$ cat src/rtl/guess_evaluator.sv
// Wordle row evaluator: holds the row being edited, scores it against the target
// with duplicate-aware green/yellow passes, and tracks row count, win and lose.
module guess_evaluator #(
   parameter int NUM_ROWS = 6,
   parameter int BLANK    = 26
) (
   input  logic        clk,
   input  logic        clr,
   input  logic        wr_en,
   input  logic [2:0]  wr_col,
   input  logic [6:0]  wr_value,
   input  logic        submit,
   input  logic [24:0] target_word,
   output logic [34:0] row_values,
   output logic        busy,
   output logic        result_valid,
   output logic [34:0] result_row,
   output logic        result_invalid,
   output logic [2:0]  row_index,
   output logic        win,
   output logic        lose,
   output logic        game_over
);

   typedef enum logic [2:0] {IDLE, CHECK, GREEN, YELLOW, REPORT} state_t;

   localparam logic [2:0] MAXR  = 3'(NUM_ROWS);
   localparam logic [4:0] BLNK  = 5'(BLANK);
   localparam logic [1:0] GREY  = 2'd0;
   localparam logic [1:0] YELW  = 2'd1;
   localparam logic [1:0] GRN   = 2'd2;
   localparam logic [1:0] RED   = 2'd3;

   state_t state, state_nxt;

   logic [4:0][4:0] slot, slot_w, guess, tgt;
   logic [4:0][1:0] color, color_nxt;
   logic [4:0]      used, used_nxt, bad;
   logic [2:0]      idx, fj;
   logic            found, any_bad, all_green, invalid_q, take_submit;
   logic [4:0][6:0] res_q;

   assign tgt         = target_word;
   assign busy        = (state != IDLE);
   assign result_valid = (state == REPORT);
   assign result_invalid = (state == REPORT) && invalid_q;
   assign game_over   = win | lose;
   assign result_row  = res_q;
   assign take_submit = (state == IDLE) && submit && !game_over;
   assign all_green   = (color == {5{GRN}});

   always_comb begin
      for (int i = 0; i < 5; i++) begin
         row_values[7*i +: 7] = {2'b00, slot[i]};
         bad[i] = (guess[i] >= BLNK);
      end
   end
   assign any_bad = |bad;

   // Write is merged before the snapshot so a same-cycle submit sees it.
   always_comb begin
      slot_w = slot;
      if (state == IDLE && !game_over && wr_en && wr_col < 3'd5)
         slot_w[wr_col] = wr_value[4:0];
   end

   // Lowest unused target position holding the current guess letter.
   always_comb begin
      found = 1'b0;
      fj    = 3'd0;
      for (int j = 4; j >= 0; j--) begin
         if (!used[j] && tgt[j] == guess[idx]) begin
            found = 1'b1;
            fj    = 3'(j);
         end
      end
   end

   always_comb begin
      color_nxt = color;
      used_nxt  = used;
      if (state == GREEN && guess[idx] == tgt[idx]) begin
         color_nxt[idx] = GRN;
         used_nxt[idx]  = 1'b1;
      end else if (state == YELLOW && color[idx] != GRN && found) begin
         color_nxt[idx] = YELW;
         used_nxt[fj]   = 1'b1;
      end
   end

   always_comb begin
      state_nxt = state;
      case (state)
         IDLE:    if (take_submit) state_nxt = CHECK;
         CHECK:   state_nxt = any_bad ? REPORT : GREEN;
         GREEN:   if (idx == 3'd4) state_nxt = YELLOW;
         YELLOW:  if (idx == 3'd4) state_nxt = REPORT;
         REPORT:  state_nxt = IDLE;
         default: state_nxt = IDLE;
      endcase
   end

   always_ff @(posedge clk or posedge clr) begin
      if (clr) state <= IDLE;
      else     state <= state_nxt;
   end

   always_ff @(posedge clk or posedge clr) begin
      if (clr) begin
         slot      <= '0;
         guess     <= '0;
         color     <= '0;
         used      <= '0;
         idx       <= '0;
         invalid_q <= 1'b0;
         res_q     <= '0;
         row_index <= '0;
         win       <= 1'b0;
         lose      <= 1'b0;
      end else begin
         case (state)
            IDLE: begin
               slot <= slot_w;
               if (take_submit) guess <= slot_w;
            end
            CHECK: begin
               if (any_bad) begin
                  invalid_q <= 1'b1;
                  for (int i = 0; i < 5; i++)
                     res_q[i] <= {bad[i] ? RED : GREY, guess[i]};
               end else begin
                  invalid_q <= 1'b0;
                  used      <= '0;
                  color     <= '0;
                  idx       <= '0;
               end
            end
            GREEN: begin
               color <= color_nxt;
               used  <= used_nxt;
               idx   <= (idx == 3'd4) ? 3'd0 : idx + 3'd1;
            end
            YELLOW: begin
               color <= color_nxt;
               used  <= used_nxt;
               idx   <= (idx == 3'd4) ? 3'd0 : idx + 3'd1;
               if (idx == 3'd4)
                  for (int i = 0; i < 5; i++)
                     res_q[i] <= {color_nxt[i], guess[i]};
            end
            REPORT: begin
               if (!invalid_q) begin
                  slot <= '0;
                  if (row_index != MAXR) row_index <= row_index + 3'd1;
                  if (all_green) win <= 1'b1;
                  else if (row_index + 3'd1 == MAXR) lose <= 1'b1;
               end
            end
            default: ;
         endcase
      end
   end

endmodule

$ cat config.mk
export PLATFORM = sky130hd
export DESIGN_NAME = guess_evaluator
export DESIGN_NICKNAME = d
export VERILOG_FILES = /design/src/rtl/guess_evaluator.sv
export SDC_FILE = /design/constraint.sdc
export NUM_CORES = 1
export LEC_CHECK = 0
export BUFFER_PORTS_ARGS = -buffer_cell sky130_fd_sc_hd__buf_2
export CAP_MARGIN = 10
export CORE_ASPECT_RATIO = 1.4
export CORE_MARGIN = 5
export CORE_UTILIZATION = 56
export DETAILED_ROUTE_END_ITERATION = 7
export PLACE_DENSITY = 0.92
export SLEW_MARGIN = 30
export SYNTH_ARGS = -nofsm -noshare
export SYNTH_HDL_FRONTEND = slang
export SYNTH_SLANG_ARGS = --single-unit
$ cat constraint.sdc
create_clock -name clk -period 4.6 [get_ports clk]
set_input_delay 0.92 -clock clk [delete_from_list [all_inputs] [get_ports clk]]
set_output_delay 0.92 -clock clk [all_outputs]
set_load 0.05 [all_outputs]
==> results of run 1 <==
-- metrics by stage --
step                 util  area [um^2]  hold WS [ns]  worst slack (ns)
detailed placement  0.629         6540         0.466             0.977
floorplan               -         6020         0.450             0.721
global placement    0.629         6540         0.460              1.09
CTS                 0.656         6830         0.482             0.979
finish              0.656         6830         0.482              1.19
global route        0.656         6830         0.516             0.919
-- final timing paths --
path / from / depth (start not counted) / end / slack [ns]
max in group asynchronous: clr / 3 / result_row[7] / 3.05
worst max register to register: idx[0] / 8 / color[0] / 1.19
min in group asynchronous: clr / 2 / row_index[2] / 0.70
worst min register to register: result_row[20] / 2 / result_row[20] / 0.48
worst max-delay path: idx[0] / 8 / color[0] / 1.19
worst min-delay path: result_row[20] / 2 / result_row[20] / 0.48
-- layout by cell type (no fill, tap or decap), types with 6 or more instances in the layout --
cell,count
or3_1,6
nand2b_1,7
nor2b_1,6
inv_1,13
nand2_1,54
clkbuf_16,9
a22o_1,25
buf_4,8
a21oi_1,24
o21ai_0,42
nor2_1,30
mux2i_1,41
o21a_1,6
buf_2,105
and3_1,6
nand3_1,9
mux2_2,25
conb_1,10
xnor2_1,11
dfrtp_1,111
xor2_1,13
o211ai_1,6
-- critical path: cells and delay by family (launching register included) --
| kind | cells | cell delay (ns) |
|---|---|---|
| xor+xnor | 1 | 0.21 |
| compound gates | 3 | 0.63 |
| flops | 1 | 0.93 |
| simple gates | 4 | 1.51 |
-- final cells by class --
class | instances | area [um^2]
fill | 765 | 3580
multi-input combinational | 410 | 2920
sequential | 112 | 2800
timing repair buffer | 113 | 586
clock buffer | 12 | 256
tap | 138 | 173
inverter | 15 | 61.3
clock inverter | 4 | 28.8
-- cells by family (layout without fill, tap and decap cells) --
group | Yosys count | count (layout)
flops | 112 | 112
simple gates | 151 | 151
xor+xnor | 24 | 24
mux | 69 | 69
compound gates | 151 | 151
other cells | 1 | 10
fa+ha+maj | 5 | 5
buf+inv | 61 | 144
-- synth_stat cells (all sizes together), types with 4 or more instances --
cell type,count,area (um^2)
o21a,6,45.0
buf,24,163
nor2b,6,37.5
xnor2,11,96.3
dfrtp,112,2800
and3,6,37.5
a31o,5,43.8
mux2i,41,410
o2111ai,5,43.8
o21ai,45,225
and2,4,25.0
or3,6,37.5
nor3,5,36.3
o22ai,4,25.0
or2,4,25.0
inv,15,56.3
o211ai,7,57.6
mux2,26,293
ha,5,62.6
a21oi,25,129
clkbuf,22,82.6
a22o,25,219
xor2,13,114
nand2b,7,43.8
nand3,9,45.0
nor2,31,119
nand2,54,203
-- power by group through the flow --
stage | clock, mW | combinational (mW) | sequential, mW
finish | 0.749 | 2.69 | 1.80
global route | 0.788 | 2.88 | 1.85
CTS | 0.753 | 2.70 | 1.78
detailed placement | 0 | 2.68 | 1.80
global placement | 0 | 2.60 | 1.77
floorplan | 0 | 1.45 | 2.37
-- layer usage --
layer,track usage,wire length [um]
met5,0,0
met4,0.0955,522
met3,0.0487,852
met2,0.426,8070
met1,0.304,6250
-- state kept, by name, summed over array words and instances, names as in the netlist --
signal,cells
result_row,35
guess,25
row_values,25
color,10
used,5
idx,3
row_index,3
state,3
invalid_q,1
lose,1
win,1
==> results by group, run 1 <==
Run status
  • Status: finished, final reports clean

Synth
  • Cell variety after synth: 77
  • Post-Syn Area: 5990 um^2
  • Simple-gate share of the synthesized area: 0.137
  • Compound-Gate Fraction of Synth Area: 0.174
  • Post-synthesis adder-cell area fraction: 0.0104
  • Largest family of logic cells by synthesized area: compound AO/OA/AOI/OAI gates
  • Synth Flop Type: dfrtp_1
  • Mean Syn Cell Area: 10.4 um^2
  • Yosys reg bits: 112
  • Post-synth ARST share: 1.00
  • Ys Warns: 0
  • EDFF count, synth: 0
  • Seq/Total Area, Yosys: 0.468
  • Synth Area in XOR/XNOR: 0.0351
  • Mux share of post-synthesis cell area: 0.125
  • Synthesized instance count: 574

Pwr
  • Register share of total power: 0.343
  • Comb power frac: 0.514
  • Switch share: 0.498
  • Worst vdd ir: 598 uV
  • Sw power: 2.61 mW
  • P_int: 2.63 mW
  • Lkg Pwr: 3.28 nW
  • Total power: 5.24 mW
  • Power per Cell Area: 767 nW/um^2
  • Power share of the clock group: 0.143

STA
  • Fmax: 0.293 GHz
  • Slew headroom: 0.390
  • Max-slew violations: 0
  • Final Hold Fails: 0
  • Period Utilization, post-route: 0.742
  • Least-Margin Pin Slew: 0.912 ns
  • Final worst path period need: 3.41 ns
  • Worst clock skew: 0.00850 ns
  • Setup-failing EPs final: 0
  • Unrepaired setup endpoints after global routing: no
  • Setup TNS Final: 0 ns

Global routing
  • Overflow after GRT: 0
  • First-pass GRT wire length: 25,800 um
  • Number of global-route vias before repair: 4,984
  • Largest net degree at the start of global routing: 87
  • Initial antenna violation count: 0
  • Gr usage total: 0.247

CTS
  • Clk sinks: 112
  • Clk_lat worst skew: 0.36 ns
  • H-tree Lvls: 3
  • Post-CTS setup buffers: 0
  • CTS root buffer: clkbuf_16
  • # resized after CTS: 0
  • Clock transition at path regs: 0.07 ns
  • Number of CTS-inserted buffers: 9
  • CTS tree: done
  • Clock Tree Buf Depth: 2
  • Cts hold-fix bufs: 0

Route
  • DRC viols: 0
  • DR pass1 iterations: 5
  • DRT iter0 DRCs: 368
  • Mean number of vias per cell: 6.07
  • Via count: 4,880
  • Per-cell routed wire length: 19.5 um
  • DRT Wirelength: 15,700 um
  • Antenna Nets Post-Route: 0

Floorplan
  • Row count: 44
  • CORE AREA: 10,400 um^2
  • Ports: 118
  • DIE HEIGHT: 132 um
  • Starting Density: 0.576
  • Die footprint: 12,900 um^2
  • Die Wd: 97.4 um

Worst setup path
  • Element type at the critical path end: flop
  • Critical Path RT: 4.83 ns
  • Critical Path Slowest Stage Cell: dfrtp_1
  • Crit-path cells: nand2b_1 > o22ai_1 > nor2_1 > xor2_1 > nor4_2 > and3_1 > o21a_1 > a21oi_1
  • Worst path max stage delay: 0.93 ns
  • Critical path class: flop to flop
  • CP Max Fanout: 22
  • Worst setup SP type: flop
  • WP data arrival: 3.64 ns

Finish
  • Nets: 705
  • Layout cells sized above 1: 0.260
  • Layout Cells excl Fill: 804
  • ANT cells: 0
  • Layout area overhead: 14.0%

Place
  • GP Congestion: 0.900
  • Placed cells: 788
  • Detail Placement HPWL: 11,600 um
  • I/O Buffers: 105

Job
  • Max Cap Viol: 0

Min path
  • HP Class: flop to flop
Note: power is estimated with default switching activity, not from simulation.
==> inputs of run 2 (changes only) <==
==> constraint.sdc (replaced) <==
create_clock -name clk -period 3.2 [get_ports clk]
set_input_delay 0.64 -clock clk [delete_from_list [all_inputs] [get_ports clk]]
set_output_delay 0.64 -clock clk [all_outputs]
set_load 0.05 [all_outputs]
==> run 2 against run 1 <==
Sequential power rose by 41%. First-iteration DRC count rose by 30%. Wire length rose by 5.1%. Non-clock buffer count rose by 13. Flip-flop and latch count did not move. Fmax rose by 15%. Count of clock-buffer cells in the layout did not move. Core utilization rose by 1.2 points. Total power rose by 47%. Register-to-register slack got worse by 0.96 ns. Cell count rose by 1.5%. Critical endpoint is now color[5].
==> results by group, run 2 (synthesized netlist as in run 1, its figures left out) <==
Run status
  • Status: finished, final reports clean

Worst setup path
  • Worst path max stage delay: 0.59 ns
  • Element type at the critical path end: flop
  • Largest delay share family, worst path: simple AND/OR/NAND/NOR gates
  • CP Max Fanout: 17
  • CP bufs+invs: 0
  • Reg-to-Reg Start: idx[2]
  • Crit-path cells: or2_2 > o22ai_1 > nor2_1 > mux2i_1 > or4_4 > nand4_4 > o2111ai_1 > a31o_1
  • FF-to-FF End: color[5]
  • Worst setup SP type: flop
  • Critical path class: flop to flop
  • Critical Path Slowest Stage Cell: or4_4
  • FF-to-FF setup slack: 0.23 ns
  • Worst r2r path cells: 8
  • Critical Path RT: 3.44 ns
  • WP data arrival: 3.21 ns

Route
  • Antenna Nets Post-Route: 0
  • DRT Wirelength: 16,500 um
  • DR pass1 iterations: 6
  • Via count: 5,005
  • DRT iter0 DRCs: 477
  • Mean number of vias per cell: 6.13
  • DRC viols: 0
  • Per-cell routed wire length: 20.2 um

CTS
  • Cts hold-fix bufs: 0
  • Clk sinks: 112
  • CTS root buffer: clkbuf_16
  • H-tree Lvls: 3
  • # resized after CTS: 0
  • Clock transition at path regs: 0.07 ns
  • Number of CTS-inserted buffers: 9
  • Clk_lat worst skew: 0.35 ns
  • Post-CTS setup buffers: 0
  • Clock Tree Buf Depth: 2
  • CTS tree: done

Finish
  • Finished Core Util: 0.668
  • Layout area overhead: 16.1%
  • Max reg flops: 35
  • Commonest non-fill, non-tap cell in the layout: dfrtp_1
  • Layout cells sized above 1: 0.271
  • Layout Cells excl Fill: 816
  • Most frequent cells in the layout: dfrtp_1 (111), buf_2 (105), nand2_1 (54), o21ai_0 (42), mux2i_1 (41)
  • Nets: 718
  • ANT cells: 0

Floorplan
  • CORE AREA: 10,400 um^2
  • Starting Density: 0.576
  • Die footprint: 12,900 um^2
  • Die Wd: 97.4 um
  • Row count: 44
  • Ports: 118
  • DIE HEIGHT: 132 um

STA
  • Final worst path period need: 2.97 ns
  • Unrepaired setup endpoints after global routing: no
  • Max-slew violations: 0
  • WHS: 0.458 ns
  • Least-Margin Pin Slew: 0.852 ns
  • Worst clock skew: 0.00806 ns
  • Period Utilization, post-route: 0.930
  • Final Hold Fails: 0
  • Setup-failing EPs final: 0
  • Slew headroom: 0.431
  • Setup TNS Final: 0 ns
  • Fmax: 0.336 GHz

Job
  • Max Cap Viol: 0

Pwr
  • Power per Cell Area: 1110 nW/um^2
  • Lkg Pwr: 3.36 nW
  • Worst vdd ir: 903 uV

Place
  • I/O Buffers: 105
  • Detail Placement HPWL: 12,100 um
  • GP Congestion: 0.933
  • Placed cells: 801

Global routing
  • Gr usage total: 0.258
  • Overflow after GRT: 0
  • Number of global-route vias before repair: 5,236
  • First-pass GRT wire length: 26,800 um
  • Largest net degree at the start of global routing: 113
  • Initial antenna violation count: 0

Min path
  • HP Class: input pin to asynchronous set/reset pin
run 2: worst max-delay path by stage:
stage / from / end / depth (start not counted)
after floorplan: state[1] / result_invalid / 3
after global placement: idx[0] / color[1] / 8
after detailed placement: idx[0] / color[5] / 8
after CTS: idx[0] / color[5] / 8
after global routing: idx[2] / color[5] / 8
final: idx[2] / color[5] / 8
run 2: worst reg2reg max path: stages (launching register included):
cell	delay, ns
dfrtp_1	0.56
or2_2	0.44
o22ai_1	0.32
nor2_1	0.20
mux2i_1	0.16
or4_4	0.59
nand4_4	0.17
o2111ai_1	0.17
a31o_1	0.26
run 2: layout make-up:
| cell class | instances | area (um^2) |
|---|---|---|
| fill | 768 | 3450 |
| multi-input combinational | 410 | 2920 |
| sequential | 112 | 2800 |
| timing repair buffer | 126 | 708 |
| clock buffer | 12 | 246 |
| tap | 138 | 173 |
| inverter | 15 | 60.1 |
| clock inverter | 3 | 42.5 |
run 2: stage by stage:
step | instance area [um^2] | power, mW | worst slack (ns)
after floorplan | 6030 | 5.49 | 0.196
after global placement | 6660 | 6.39 | 0.295
after detailed placement | 6660 | 6.55 | 0.219
after CTS | 6950 | 7.70 | 0.204
after global routing | 6950 | 8.11 | 0.0315
final | 6950 | 7.71 | 0.225
run 2: metal layers:
layer	vias to the layer above	global-route usage	wire length (um)
met5	-	0	0
met3	60	0.0455	944
met4	0	0.132	789
li1	2251	-	-
met2	236	0.446	8580
met1	2458	0.308	6180
run 2: power breakdown:
part           switching [mW]  leakage [nW]  internal (mW)
logic                    2.74          1.72           1.33
clock network           0.485         0.139          0.624
registers               0.580          1.50           1.96
==> inputs of run 3 (changes only) <==
--- a/config.mk
+++ b/config.mk
@@ -12,6 +12,7 @@
 export CORE_UTILIZATION = 56
 export DETAILED_ROUTE_END_ITERATION = 7
 export PLACE_DENSITY = 0.92
+export SKIP_LAST_GASP = 1
 export SLEW_MARGIN = 30
 export SYNTH_ARGS = -nofsm -noshare
 export SYNTH_HDL_FRONTEND = slang
==> constraint.sdc (replaced) <==
create_clock -name clk -period 3 [get_ports clk]
set_input_delay 0.6 -clock clk [delete_from_list [all_inputs] [get_ports clk]]
set_output_delay 0.6 -clock clk [all_outputs]
set_load 0.05 [all_outputs]
==> run 3 against run 2 <==
Non-clock buffer count rose by 11. Worst hold slack got worse by 0.090 ns. Total power rose by 9.8%. Sequential power rose by 6%. Global-route usage rose by 0.053 points. Fmax rose by 5.4%. Clock skew rose by 0.0012 ns. Cell count rose by 1.5%. Final area rose by 1.8%. Largest power group unchanged. Critical endpoint is now result_row[34].
==> results by group, run 3 (synthesized netlist as in run 1, its figures left out) <==
Run status
  • Status: finished, final reports clean

Job
  • Max Cap Viol: 0

Route
  • Mean number of vias per cell: 6.11
  • DRC viols: 0
  • Via count: 5,063
  • Antenna Nets Post-Route: 0
  • DRT iter0 DRCs: 411
  • DR pass1 iterations: 5
  • Per-cell routed wire length: 19.9 um
  • DRT Wirelength: 16,500 um

STA
  • Fmax: 0.354 GHz
  • Final worst path period need: 2.82 ns
  • Unrepaired setup endpoints after global routing: no
  • Period Utilization, post-route: 0.941
  • Setup-failing EPs final: 0
  • Slew headroom: 0.512
  • Setup TNS Final: 0 ns
  • Worst clock skew: 0.00922 ns
  • Final Hold Fails: 0
  • Least-Margin Pin Slew: 0.721 ns
  • Max-slew violations: 0

CTS
  • Post-CTS setup buffers: 0
  • Clk sinks: 112
  • Clock Tree Buf Depth: 2
  • Clock transition at path regs: 0.07 ns
  • H-tree Lvls: 3
  • CTS tree: done
  • Number of CTS-inserted buffers: 9
  • Clk_lat worst skew: 0.35 ns
  • CTS root buffer: clkbuf_16

Worst setup path
  • FF-to-FF setup slack: 0.18 ns
  • Worst path max stage delay: 0.45 ns
  • Crit-path cells: buf_4 > and4bb_2 > a31o_2 > or3_1 > a221oi_1 > nand4_1 > nand4_4 > o211ai_2 > a41o_1
  • WP data arrival: 3.06 ns
  • Critical Path Slowest Stage Cell: dfrtp_2
  • CP Max Fanout: 10
  • Critical path launch point: idx[1]
  • Element type at the critical path end: flop
  • Worst r2r path cells: 9
  • Critical path class: flop to flop
  • FF-to-FF End: result_row[34]
  • Reg-to-Reg Start: idx[1]
  • Last element of the critical path: result_row[34]
  • Worst setup SP type: flop
  • Critical Path RT: 3.23 ns

Global routing
  • Overflow after GRT: 0
  • Largest net degree at the start of global routing: 52
  • Gr usage total: 0.259
  • Number of global-route vias before repair: 5,269
  • First-pass GRT wire length: 27,000 um
  • Initial antenna violation count: 0

Pwr
  • P_int: 4.37 mW
  • Switch share: 0.484
  • Register share of total power: 0.317
  • Sw power: 4.10 mW
  • Total power: 8.47 mW
  • Power share of the clock group: 0.158
  • Lkg Pwr: 3.44 nW
  • Comb power frac: 0.525
  • Worst vdd ir: 964 uV
  • Power per Cell Area: 1200 nW/um^2

Finish
  • Max reg flops: 35
  • ANT cells: 0
  • Commonest non-fill, non-tap cell in the layout: dfrtp_1
  • Layout cells sized above 1: 0.288
  • Most frequent cells in the layout: dfrtp_1 (110), buf_2 (105), nand2_1 (54), o21ai_0 (42), mux2i_1 (41)
  • Layout area overhead: 18.1%
  • Nets: 729

Floorplan
  • Die footprint: 12,900 um^2
  • CORE AREA: 10,400 um^2
  • Starting Density: 0.576
  • Die Wd: 97.4 um
  • Row count: 44
  • Ports: 118
  • DIE HEIGHT: 132 um

Place
  • GP Congestion: 0.951
  • Detail Placement HPWL: 12,100 um
  • I/O Buffers: 105

Min path
  • HP Class: input pin to asynchronous set/reset pin
## run 3: area by class of cell
cell class	instances	area, um^2
well taps	138	173
clock inverters	4	73.8
fillers	751	3330
clock buffers	12	267
inverters	15	60.1
flip-flops and latches	112	2810
multi-input cells	410	2920
repair buffers	137	778
## run 3: power by group through the flow
stage | Clock [mW] | Sequential [mW] | Combinational, mW
final | 1.34 | 2.68 | 4.45
after global routing | 1.40 | 2.75 | 4.75
after CTS | 1.34 | 2.66 | 4.44
after detailed placement | 0 | 2.67 | 4.38
after global placement | 0 | 2.63 | 4.25
after floorplan | 0 | 3.63 | 2.22
## run 3: stage by stage
stage               utilization  hold WS, ns  instances  area [um^2]  worst slack, ns
finish                    0.680        0.369        828         7080            0.178
global route              0.680        0.411        828         7080           0.0270
CTS                       0.680        0.383        828         7070            0.106
detailed placement        0.647        0.471        812         6730            0.157
global placement          0.647        0.456        812         6730            0.208
floorplan                     -        0.450        583         6030           0.0361
## run 3: how the worst min path moves through the flow
| stage | end | cells past startpoint | slack [ns] | startpoint |
|---|---|---|---|---|
| detailed placement | result_row[2] | 2 | 0.47 | result_row[2] |
| global route | result_row[34] | 2 | 0.41 | clr |
| finish | result_row[34] | 2 | 0.37 | clr |
| CTS | result_row[34] | 2 | 0.38 | clr |
| floorplan | used[0] | 1 | 0.45 | used[0] |
| global placement | win | 1 | 0.46 | win |
## run 3: timing repair
item / CTS / global route
gates resized for setup: 0 / 2
hold buffers: 0 / 0
endpoints found under the setup margin: 0 / 7
## run 3: worst max-delay path: cells and delay by family, from the launching register on
family | cells | cell delay (ns)
simple gates | 4 | 1.08
compound gates | 4 | 0.97
flops | 1 | 0.45
buf+inv | 1 | 0.21
## run 3: per-layer routing
metal	up-vias	wire, um	share of wire	GRT usage
met3	71	1080	0.065	0.0519
li1	2280	-	-	-
met4	0	814	0.049	0.150
met5	-	0	0	0
met1	2447	6160	0.37	0.308
met2	265	8440	0.51	0.434
